==> src/rtl/reg_arbiter_pkg.sv <==
// Shared types and constants for the round-robin register arbiter.
package reg_arbiter_pkg;

  typedef enum logic {
    IDLE = 1'b0,
    OWN  = 1'b1
  } state_t;

  localparam int DEF_N_REQ    = 4;
  localparam int DEF_WIDTH    = 16;
  localparam int DEF_MAX_HOLD = 4;

  // Ceiling log2, never less than 1 so index vectors are always legal.
  function automatic int clog2(input int v);
    int r;
    r = 0;
    while ((1 << r) < v) r++;
    return (r < 1) ? 1 : r;
  endfunction

endpackage

==> src/rtl/dff_reg.sv <==
// Load-enabled register with asynchronous active-high clear.
module dff_reg #(
  parameter int WIDTH = 16
) (
  input  logic             clk,
  input  logic             rst,
  input  logic             en,
  input  logic [WIDTH-1:0] d,
  output logic [WIDTH-1:0] q
);

  // Per-bit DFF cells sharing one load enable.
  for (genvar b = 0; b < WIDTH; b++) begin : g_bit
    // Single-bit cell: clear on reset, capture d when enabled.
    always_ff @(posedge clk or posedge rst) begin
      if (rst)     q[b] <= 1'b0;
      else if (en) q[b] <= d[b];
    end
  end

endmodule

==> src/rtl/reg_arbiter.sv <==
// Round-robin arbiter granting exclusive write access to one shared register.
module reg_arbiter
  import reg_arbiter_pkg::*;
#(
  parameter int N_REQ    = DEF_N_REQ,
  parameter int WIDTH    = DEF_WIDTH,
  parameter int MAX_HOLD = DEF_MAX_HOLD
) (
  input  logic                   clk,
  input  logic                   rst,
  input  logic [N_REQ-1:0]       req,
  input  logic [N_REQ-1:0]       we,
  input  logic [N_REQ*WIDTH-1:0] wdata,
  output logic [N_REQ-1:0]       gnt,
  output logic [clog2(N_REQ)-1:0] owner,
  output logic                   busy,
  output logic [WIDTH-1:0]       q
);

  localparam int IW = clog2(N_REQ);
  localparam int HW = clog2(MAX_HOLD + 1);

  state_t           state, state_nxt;
  logic [N_REQ-1:0] gnt_nxt;
  logic [IW-1:0]    owner_nxt, ptr, ptr_nxt, win;
  logic [HW-1:0]    hold, hold_nxt;
  logic             win_vld, wr_en, armed;
  logic [WIDTH-1:0] wsel;

  assign busy = |gnt;

  // Round-robin search starting at ptr; N_REQ is a power of two so the
  // index addition wraps naturally.
  always_comb begin
    logic [IW-1:0] cand;
    win     = '0;
    win_vld = 1'b0;
    for (int k = 0; k < N_REQ; k++) begin
      cand = ptr + IW'(k);
      if (!win_vld && req[cand]) begin
        win     = cand;
        win_vld = 1'b1;
      end
    end
  end

  // Select the owner's write data slice.
  always_comb begin
    wsel = '0;
    for (int i = 0; i < N_REQ; i++)
      if (owner == IW'(i)) wsel = wdata[i*WIDTH +: WIDTH];
  end

  // Next-state, grant and hold-counter logic.
  always_comb begin
    state_nxt = state;
    gnt_nxt   = gnt;
    owner_nxt = owner;
    ptr_nxt   = ptr;
    hold_nxt  = hold;
    wr_en     = 1'b0;
    case (state)
      IDLE: begin
        gnt_nxt = '0;
        // armed blocks a grant on the first edge after reset release.
        if (armed && win_vld) begin
          state_nxt = OWN;
          gnt_nxt   = N_REQ'(1) << win;
          owner_nxt = win;
          ptr_nxt   = win + IW'(1);
          hold_nxt  = '0;
        end
      end
      OWN: begin
        if (!req[owner]) begin
          // Voluntary release: the write at this edge is dropped.
          state_nxt = IDLE;
          gnt_nxt   = '0;
          hold_nxt  = '0;
        end else begin
          wr_en = we[owner];
          if (hold == HW'(MAX_HOLD - 1)) begin
            // Last allowed cycle: write still lands, grant is revoked.
            state_nxt = IDLE;
            gnt_nxt   = '0;
            hold_nxt  = '0;
          end else begin
            hold_nxt = hold + HW'(1);
          end
        end
      end
      default: begin
        state_nxt = IDLE;
        gnt_nxt   = '0;
      end
    endcase
  end

  // State, grant, pointer and counter registers.
  always_ff @(posedge clk or posedge rst) begin
    if (rst) begin
      state <= IDLE;
      gnt   <= '0;
      owner <= '0;
      ptr   <= '0;
      hold  <= '0;
      armed <= 1'b0;
    end else begin
      state <= state_nxt;
      gnt   <= gnt_nxt;
      owner <= owner_nxt;
      ptr   <= ptr_nxt;
      hold  <= hold_nxt;
      armed <= 1'b1;
    end
  end

  dff_reg #(.WIDTH(WIDTH)) u_q (
    .clk (clk),
    .rst (rst),
    .en  (wr_en),
    .d   (wsel),
    .q   (q)
  );

endmodule

==> config.mk <==
export PLATFORM = sky130hd
export DESIGN_NAME = reg_arbiter
export DESIGN_NICKNAME = d
export VERILOG_FILES = /design/src/rtl/reg_arbiter_pkg.sv /design/src/rtl/dff_reg.sv /design/src/rtl/reg_arbiter.sv
export SDC_FILE = /design/constraint.sdc
export NUM_CORES = 1
export LEC_CHECK = 0
export CAP_MARGIN = 20
export CORE_MARGIN = 2
export CORE_UTILIZATION = 35
export DETAILED_ROUTE_END_ITERATION = 8
export PLACE_DENSITY_LB_ADDON = 0.1
export SYNTH_ARGS = -nofsm -noshare
export SYNTH_HDL_FRONTEND = slang
export SYNTH_SLANG_ARGS = --single-unit
==> constraint.sdc <==
create_clock -name clk -period 2.2 [get_ports clk]
set_clock_uncertainty 0.2 [all_clocks]
set_input_delay 0.44 -clock clk [delete_from_list [all_inputs] [get_ports clk]]
set_output_delay 0.44 -clock clk [all_outputs]
set_load 0.02 [all_outputs]
==> results of run 1 <==
metal layers:
metal / wire length (um) / up-vias
li1: - / 665
met1: 1760 / 725
met2: 2660 / 56
met3: 270 / 11
met4: 111 / 0
met5: 0 / -
worst paths after layout:
check	to	slack, ns	cells after the start
max in group asynchronous	gnt[0]	1.17	3
max	u_q.q[12]	0.11	5
min reg2reg	u_q.q[3]	0.31	1
min	u_q.q[3]	0.31	1
max reg2reg	u_q.q[12]	0.18	4
min in group asynchronous	u_q.q[14]	0.35	3
cells in the final DEF, fill, tap and decap left out, drive strengths merged, types with 2 or more instances in the layout:
cell	instances
a22o	2
a21oi	6
inv	6
clkdlybuf4s50	94
dfrtp	29
mux2	18
o21ai	4
a32o	2
buf	15
nand2	4
mux4	18
nand2b	2
nor2	6
clkbuf	8
repair_timing:
item                                    CTS  global route
gates resized for setup                   3             2
setup buffers                             0             0
hold endpoints to repair                  0             0
endpoints found under the setup margin    2             2
worst register-to-register path: cells and delay by family, from the launching register on:
kind | cells | cell delay [ns]
multiplexers | 2 | 0.89
AND/OR/NAND/NOR | 1 | 0.18
buffers and inverters | 1 | 0.16
flip-flops | 1 | 0.48
power by group:
group	switching [mW]	leakage [nW]	total, mW	internal, mW
Combinational	0.825	0.842	1.99	1.16
Sequential	0.182	0.355	0.952	0.770
Clock	0.195	0.0443	0.443	0.248
Total	1.20	1.24	3.38	2.18
layout make-up:
type                       count  area share
multi-input combinational     73       0.316
inverter                       6     0.00777
timing repair buffer         111       0.373
tap                           54      0.0233
clock buffer                   7      0.0298
sequential                    29       0.250
flip-flops by register name, summed over array words and instances (netlist names):
name,count
armed,1
u_q.q,16
ptr,2
owner,2
hold,3
state,1
gnt,4
cells by family after synthesis:
group / count (synthesis) / share of synthesized area
fa+ha+maj: 1 / 0.00735
other cells: 1 / 0.00220
xor+xnor: 1 / 0.00515
mux: 36 / 0.393
simple gates: 17 / 0.0581
compound gates: 17 / 0.0684
flops: 29 / 0.426
buf+inv: 11 / 0.0397
stage by stage:
step                utilization  hold slack (ns)
global route              0.618            0.327
floorplan                     -            0.270
finish                    0.618            0.308
global placement          0.599            0.282
CTS                       0.617            0.309
detailed placement        0.599            0.296
==> results.py, run 1 <==
metrics = {
    "status": {
        "status": "completed",
    },
    "global_routing": {
        "grt_pass1_wl_mm": 7.38,
        "first_global_vias": 1592,
        "grt_util_all_layers": 0.185,
        "grt_use_met1": 0.193,
        "overflow": 0,
        "antenna_found_initial": 0,
        "grt_max_degree": 30,
        "grt_use_met2": 0.349,
        "top_usage_layer": "met2",
        "gr-usage-met3": 0.0453,
    },
    "power": {
        "p_per_area_mw_per_mm2": 1170,
        "power_mw": 3.38,
        "p_leak_nw": 1.24,
        "vdd_drop_max_mv": 0.617,
    },
    "layout": {
        "drive_above_1_share": 0.252,
        "seqCellArea_um2": 726,
        "final_nets": 301,
        "antenna-diode-count": 0,
        "final_cells": 280,
        "area_delta_synth_final_pct": 70.3,
        "fillers": 385,
        "multiInputGateArea_um2": 916,
        "design_area_mm2": 0.00290,
    },
    "timing": {
        "final_max_slew_viol_count": 0,
        "min_period_ns": 2.09,
        "max_freq_mhz": 478,
        "finalSetupTns_ns": 0,
        "setup_violations": 0,
        "fin_ws_ns": 0.110,
        "period_share": 0.950,
        "hold_viol": 0,
        "rsz0062_at_grt": "false",
    },
    "detailed_routing": {
        "first_iter_violations": 16,
        "drc": 0,
        "wl_mm": 4.80,
        "detail-route-antenna-nets": 0,
        "first_pass_iters": 4,
        "viasPerCell": 5.20,
        "num_vias": 1457,
        "wl_per_cell_um": 17.1,
    },
    "critical_path": {
        "startpoint": "req[3]",
        "r2r-start": "owner[0]",
        "critical_path_peak_fanout": 8,
        "crit_slowest_cell": "mux4_2",
        "critPathLaunchType": "input port",
        "path_cells": "clkdlybuf4s50_1, mux4_2, nand3_4, buf_12, mux2_4",
        "crit_required_ns": 2.16,
        "arrival_ns": 2.05,
        "crit_type": "in -> reg",
        "end_kind": "flop",
        "cp_num_buf_inv": 2,
        "slowest_delay_ns": 0.54,
        "critPathTopFamily": "multiplexers",
    },
    "floorplan": {
        "rows": 25,
        "core-area_mm2": 0.00469,
        "io_pins": 97,
        "die_w_um": 73.7,
        "die-area_mm2": 0.00544,
        "start_util": 0.363,
        "die_h_um": 73.7,
    },
    "synthesis": {
        "ys.flop_type": "dfrtp_1",
        "syn_inst": 113,
        "ys_types": 31,
        "yosysMostFrequentCell": "dfrtp_1",
        "synth_seq_cells": 29,
        "synth_area_per_cell_um2": 15.1,
        "synth_edf_count": 0,
        "synth_nets": 188,
        "synthTopCellsByCount": "dfrtp_1, mux4_2, mux2_4",
        "ys.warnings.count": 0,
        "synth_area_leader_cell": "dfrtp_1",
        "syn-cell-area_mm2": 0.00170,
        "synth-seq-area-share": 0.426,
        "yosysTopAreaCellShare": 0.426,
        "postSynth.asyncResetShare": 1.00,
        "synth.area.top_cells": "dfrtp_1, mux4_2, mux4_1, mux2_4, mux2_2",
    },
    "cts": {
        "clock-root-buffer": "clkbuf_8",
        "clockBufferDepth": 2,
        "path_clk_slew_ns": 0.06,
        "cts.sink_count": 29,
        "ctsHtreeMaxLevel": 2,
        "cts_tree": "built",
        "cts-hold-fix-buffers": 0,
        "cts_made_buffers": 5,
        "insertion_delay_ns": 0.28,
    },
    "flow_run": {
        "cap_violations": 0,
    },
    "min_path": {
        "min_path_type": "reg -> reg",
        "hold_path.startpoint": "u_q.q[3]",
    },
    "placement": {
        "pre_cts_ws_ns": -0.196,
        "placed_cell_area_mm2": 0.00281,
        "port_buffers": 96,
        "dp_hpwl_mm": 3.91,
        "dpl.cell_count": 273,
        "place.gp.congestion": 0.755,
    },
}
No activity file was read; power rests on OpenSTA's default activity.
==> run 2, diff against run 1 <==
CORE_UTILIZATION = 38   (was 35)
==> results.py, run 2 (synthesis results as in run 1) <==
metrics = {
    "placement": {
        "port_buffers": 96,
        "placed_cell_area_mm2": 0.00279,
        "place.gp.congestion": 0.771,
        "dp_hpwl_mm": 3.62,
    },
    "floorplan": {
        "die_h_um": 70.9,
        "die-area_mm2": 0.00503,
        "start_util": 0.394,
        "io_pins": 97,
        "die_w_um": 70.9,
        "rows": 24,
        "core-area_mm2": 0.00432,
    },
    "layout": {
        "reg.largest.list": "u_q.q (16), gnt (4), hold (3)",
        "final_common_cell": "clkdlybuf4s50_1",
        "final_cell_mix": "clkdlybuf4s50_1, dfrtp_1, mux4_2, buf_4, mux2_4",
        "final_nets": 299,
        "utilization": 0.667,
        "design_area_mm2": 0.00289,
        "regMostFlops": "u_q.q",
        "fillers": 330,
        "largest_reg_flops": 16,
        "area_delta_synth_final_pct": 69.6,
        "drive_above_1_share": 0.241,
        "antenna-diode-count": 0,
    },
    "global_routing": {
        "overflow": 0,
        "grt_max_degree": 30,
        "grt_util_all_layers": 0.197,
        "first_global_vias": 1545,
        "antenna_found_initial": 0,
        "grt_pass1_wl_mm": 7.62,
    },
    "critical_path": {
        "end_kind": "primary output",
        "crit_type": "reg -> out",
        "critical_path_peak_fanout": 3,
        "critPathLaunchType": "flop",
        "arrival_ns": 1.48,
        "crit_required_ns": 1.56,
    },
    "cts": {
        "cts_setup_buffers": 0,
        "path_clk_slew_ns": 0.05,
        "clock-root-buffer": "clkbuf_8",
        "ctsHtreeMaxLevel": 2,
        "insertion_delay_ns": 0.27,
        "cts_tree": "built",
        "clockBufferDepth": 2,
        "cts-hold-fix-buffers": 0,
        "cts_made_buffers": 5,
        "cts.sink_count": 29,
    },
    "timing": {
        "period_share": 0.966,
        "hold_viol": 0,
        "finalSetupTns_ns": 0,
        "max_freq_mhz": 471,
        "min_period_ns": 2.12,
        "rsz0062_at_grt": "false",
        "setup_violations": 0,
        "final_max_slew_viol_count": 0,
    },
    "power": {
        "vdd_drop_max_mv": 0.754,
        "power_mw": 3.34,
        "p_per_area_mw_per_mm2": 1160,
        "p_leak_nw": 1.23,
    },
    "detailed_routing": {
        "wl_per_cell_um": 16.7,
        "first_pass_iters": 4,
        "wl_mm": 4.62,
        "num_vias": 1436,
        "viasPerCell": 5.20,
        "first_iter_violations": 74,
        "detail-route-antenna-nets": 0,
        "drc": 0,
    },
    "status": {
        "status": "completed",
    },
    "min_path": {
        "min_path_type": "reg -> reg",
    },
    "flow_run": {
        "cap_violations": 0,
    },
}
## run 2: cell count changes in the layout (fill, tap and decap cells not counted)
cell	previous run	this run
buf_4	14	12
clkdlybuf4s15_1	0	1
clkbuf_2	1	0
## run 2: final timing paths
path	from	to	slack [ns]	cells past startpoint
setup / recovery	gnt[3]	busy	0.08	2
max in group asynchronous	rst	ptr[1]	1.18	3
min in group asynchronous	rst	u_q.q[1]	0.35	3
hold / removal	u_q.q[4]	u_q.q[4]	0.31	1
setup reg to reg	owner[0]	u_q.q[15]	0.20	3
hold reg to reg	u_q.q[4]	u_q.q[4]	0.31	1
## run 2: cell type report
type	instances	area [um2]	share of cell area
clock buffers	7	86.3	0.0299
inverters	6	22.5	0.00781
multi-input cells	73	916	0.317
flip-flops and latches	29	726	0.252
well taps	52	65.1	0.0225
repair buffers	109	1070	0.371
## run 2: report_power, final
group | total, mW | internal, mW | switching, mW
registers | 0.951 | 0.771 | 0.180
clock network | 0.420 | 0.247 | 0.173
logic | 1.97 | 1.16 | 0.813
## run 2: timing repair
action                     in CTS  in global routing
setup endpoints to repair       2                  5
gates cloned                    0                  0
gates resized for setup         2                  2
## run 2: worst max-delay path: stages (launching register included)
cell             delay, ns
dfrtp_1               0.38
or4_1                 0.52
clkdlybuf4s15_1       0.31
## run 2: through the flow
step                hold slack (ns)  worst slack [ns]  cells
floorplan                     0.270             0.122    113
detailed placement            0.300            -0.204    269
CTS                           0.312            0.0355    276
global placement              0.285            -0.154    269
global route                  0.324            0.0190    276
finish                        0.308            0.0752    276
## run 2: routing by layer
layer / part of all wire / track usage / up-vias
met5: 0 / 0 / -
met4: 0.017 / 0.0440 / 0
met3: 0.085 / 0.0684 / 8
met2: 0.53 / 0.340 / 64
met1: 0.37 / 0.240 / 702
li1: - / - / 662
==> run 3, diff against run 2 <==
CORE_UTILIZATION = 55   (was 38)
DONT_BUFFER_PORTS = 1   (was default)
==> results.py, run 3 (synthesis results as in run 1) <==
metrics = {
    "timing": {
        "max_freq_mhz": 475,
        "rsz0062_at_grt": "false",
        "min_period_ns": 2.10,
        "final_max_slew_viol_count": 0,
        "finalSetupTns_ns": 0,
        "fin_ws_ns": 0.0963,
        "period_share": 0.956,
        "hold_viol": 0,
        "setup_violations": 0,
    },
    "cts": {
        "cts_tree": "built",
        "path_clk_slew_ns": 0.10,
        "clockBufferDepth": 2,
        "insertion_delay_ns": 0.32,
        "cts_made_buffers": 5,
        "ctsHtreeMaxLevel": 2,
        "clock-root-buffer": "clkbuf_4",
        "cts-resized-gates": 0,
        "cts.sink_count": 29,
    },
    "global_routing": {
        "grt_pass1_wl_mm": 4.89,
        "first_global_vias": 1018,
        "overflow": 0,
        "grt_util_all_layers": 0.193,
        "grt_max_degree": 30,
        "antenna_found_initial": 0,
    },
    "layout": {
        "final_nets": 196,
        "antenna-diode-count": 0,
        "area_delta_synth_final_pct": 6.69,
        "seqCellArea_um2": 726,
        "regMostFlops": "u_q.q",
        "drive_above_1_share": 0.385,
        "fillers": 230,
        "reg.largest.list": "u_q.q (16), gnt (4), hold (3)",
        "final_cell_mix": "dfrtp_1, mux4_2, mux2_4",
        "multiInputGateArea_um2": 908,
        "largest_reg_flops": 16,
        "design_area_mm2": 0.00182,
        "utilization": 0.605,
        "final_common_cell": "dfrtp_1",
    },
    "power": {
        "power.switching_mw": 1.05,
        "pwr-share-seq": 0.437,
        "p_per_area_mw_per_mm2": 1480,
        "vdd_drop_max_mv": 0.701,
        "p_leak_nw": 0.810,
        "combPwrFrac": 0.427,
        "power_mw": 2.68,
        "internal_power_mw": 1.63,
        "p_clk_frac": 0.136,
        "swShare": 0.392,
    },
    "detailed_routing": {
        "viasPerCell": 6.88,
        "first_iter_violations": 38,
        "drc": 0,
        "wl_mm": 3.35,
        "first_pass_iters": 4,
        "num_vias": 1067,
        "wl_per_cell_um": 21.6,
        "detail-route-antenna-nets": 0,
    },
    "critical_path": {
        "crit_slowest_cell": "or4_1",
        "crit_type": "reg -> out",
        "path_cells": "or4_1",
        "worstRegToRegCells": 3,
        "critical_path_peak_fanout": 3,
        "slowest_delay_ns": 0.68,
        "arrival_ns": 1.46,
        "critPathTopFamily": "simple AND/OR/NAND/NOR gates",
        "end_kind": "primary output",
        "cp_num_buf_inv": 0,
        "path_depth": 1,
        "crit_required_ns": 1.56,
        "critPathLaunchType": "flop",
    },
    "placement": {
        "place.gp.congestion": 0.763,
        "dp_hpwl_mm": 2.50,
        "port_buffers": 0,
        "pre_cts_ws_ns": 0.199,
        "placed_cell_area_mm2": 0.00174,
    },
    "floorplan": {
        "core-area_mm2": 0.00300,
        "io_pins": 97,
        "die_h_um": 59.6,
        "die_w_um": 59.6,
        "start_util": 0.567,
        "die-area_mm2": 0.00355,
        "rows": 20,
    },
    "flow_run": {
        "cap_violations": 0,
    },
    "min_path": {
        "min_path_type": "in -> reg",
        "holdPathStages": 2,
    },
    "status": {
        "status": "completed",
    },
}
run 3: repair_timing:
action / in CTS / in global routing
buffers inserted: 0 / 0
endpoints found under the hold margin: 29 / 0
hold buffers: 1 / 0
run 3: worst paths after layout:
check | start | to | slack [ns]
worst min register to register | hold[2] | hold[2] | 0.32
max in group asynchronous | rst | ptr[0] | 1.10
min in group asynchronous | rst | u_q.q[13] | 0.41
worst max register to register | owner[0] | u_q.q[5] | 0.22
worst max-delay path | gnt[3] | busy | 0.1
worst min-delay path | wdata[7] | u_q.q[7] | 0.27
run 3: power by group through the flow:
stage	logic [mW]	clock network, mW	registers (mW)
CTS	1.16	0.377	1.17
floorplan	1.04	0	1.14
finish	1.14	0.365	1.17
global placement	1.12	0	1.17
detailed placement	1.15	0	1.18
global route	1.24	0.401	1.21
run 3: final cells by class:
cell class                      count  share of cell area
Sequential cell                    29               0.400
Clock buffer                        7              0.0358
Inverter                            6              0.0124
Clock inverter                      1             0.00276
Multi-Input combinational cell     73               0.500
Timing Repair Buffer                6              0.0262
Tap cell                           33              0.0227
run 3: per-layer routing:
metal	up-vias	track usage	wire (um)
met1	549	0.207	1230
li1	461	-	-
met5	-	0	0
met3	8	0.0764	274
met2	49	0.338	1790
met4	0	0.0794	58
run 3: stage by stage:
step | instances | hold slack [ns]
final | 155 | 0.269
after global routing | 155 | 0.249
after CTS | 155 | 0.261
after detailed placement | 146 | 0.230
after global placement | 146 | 0.225
after floorplan | 113 | 0.270
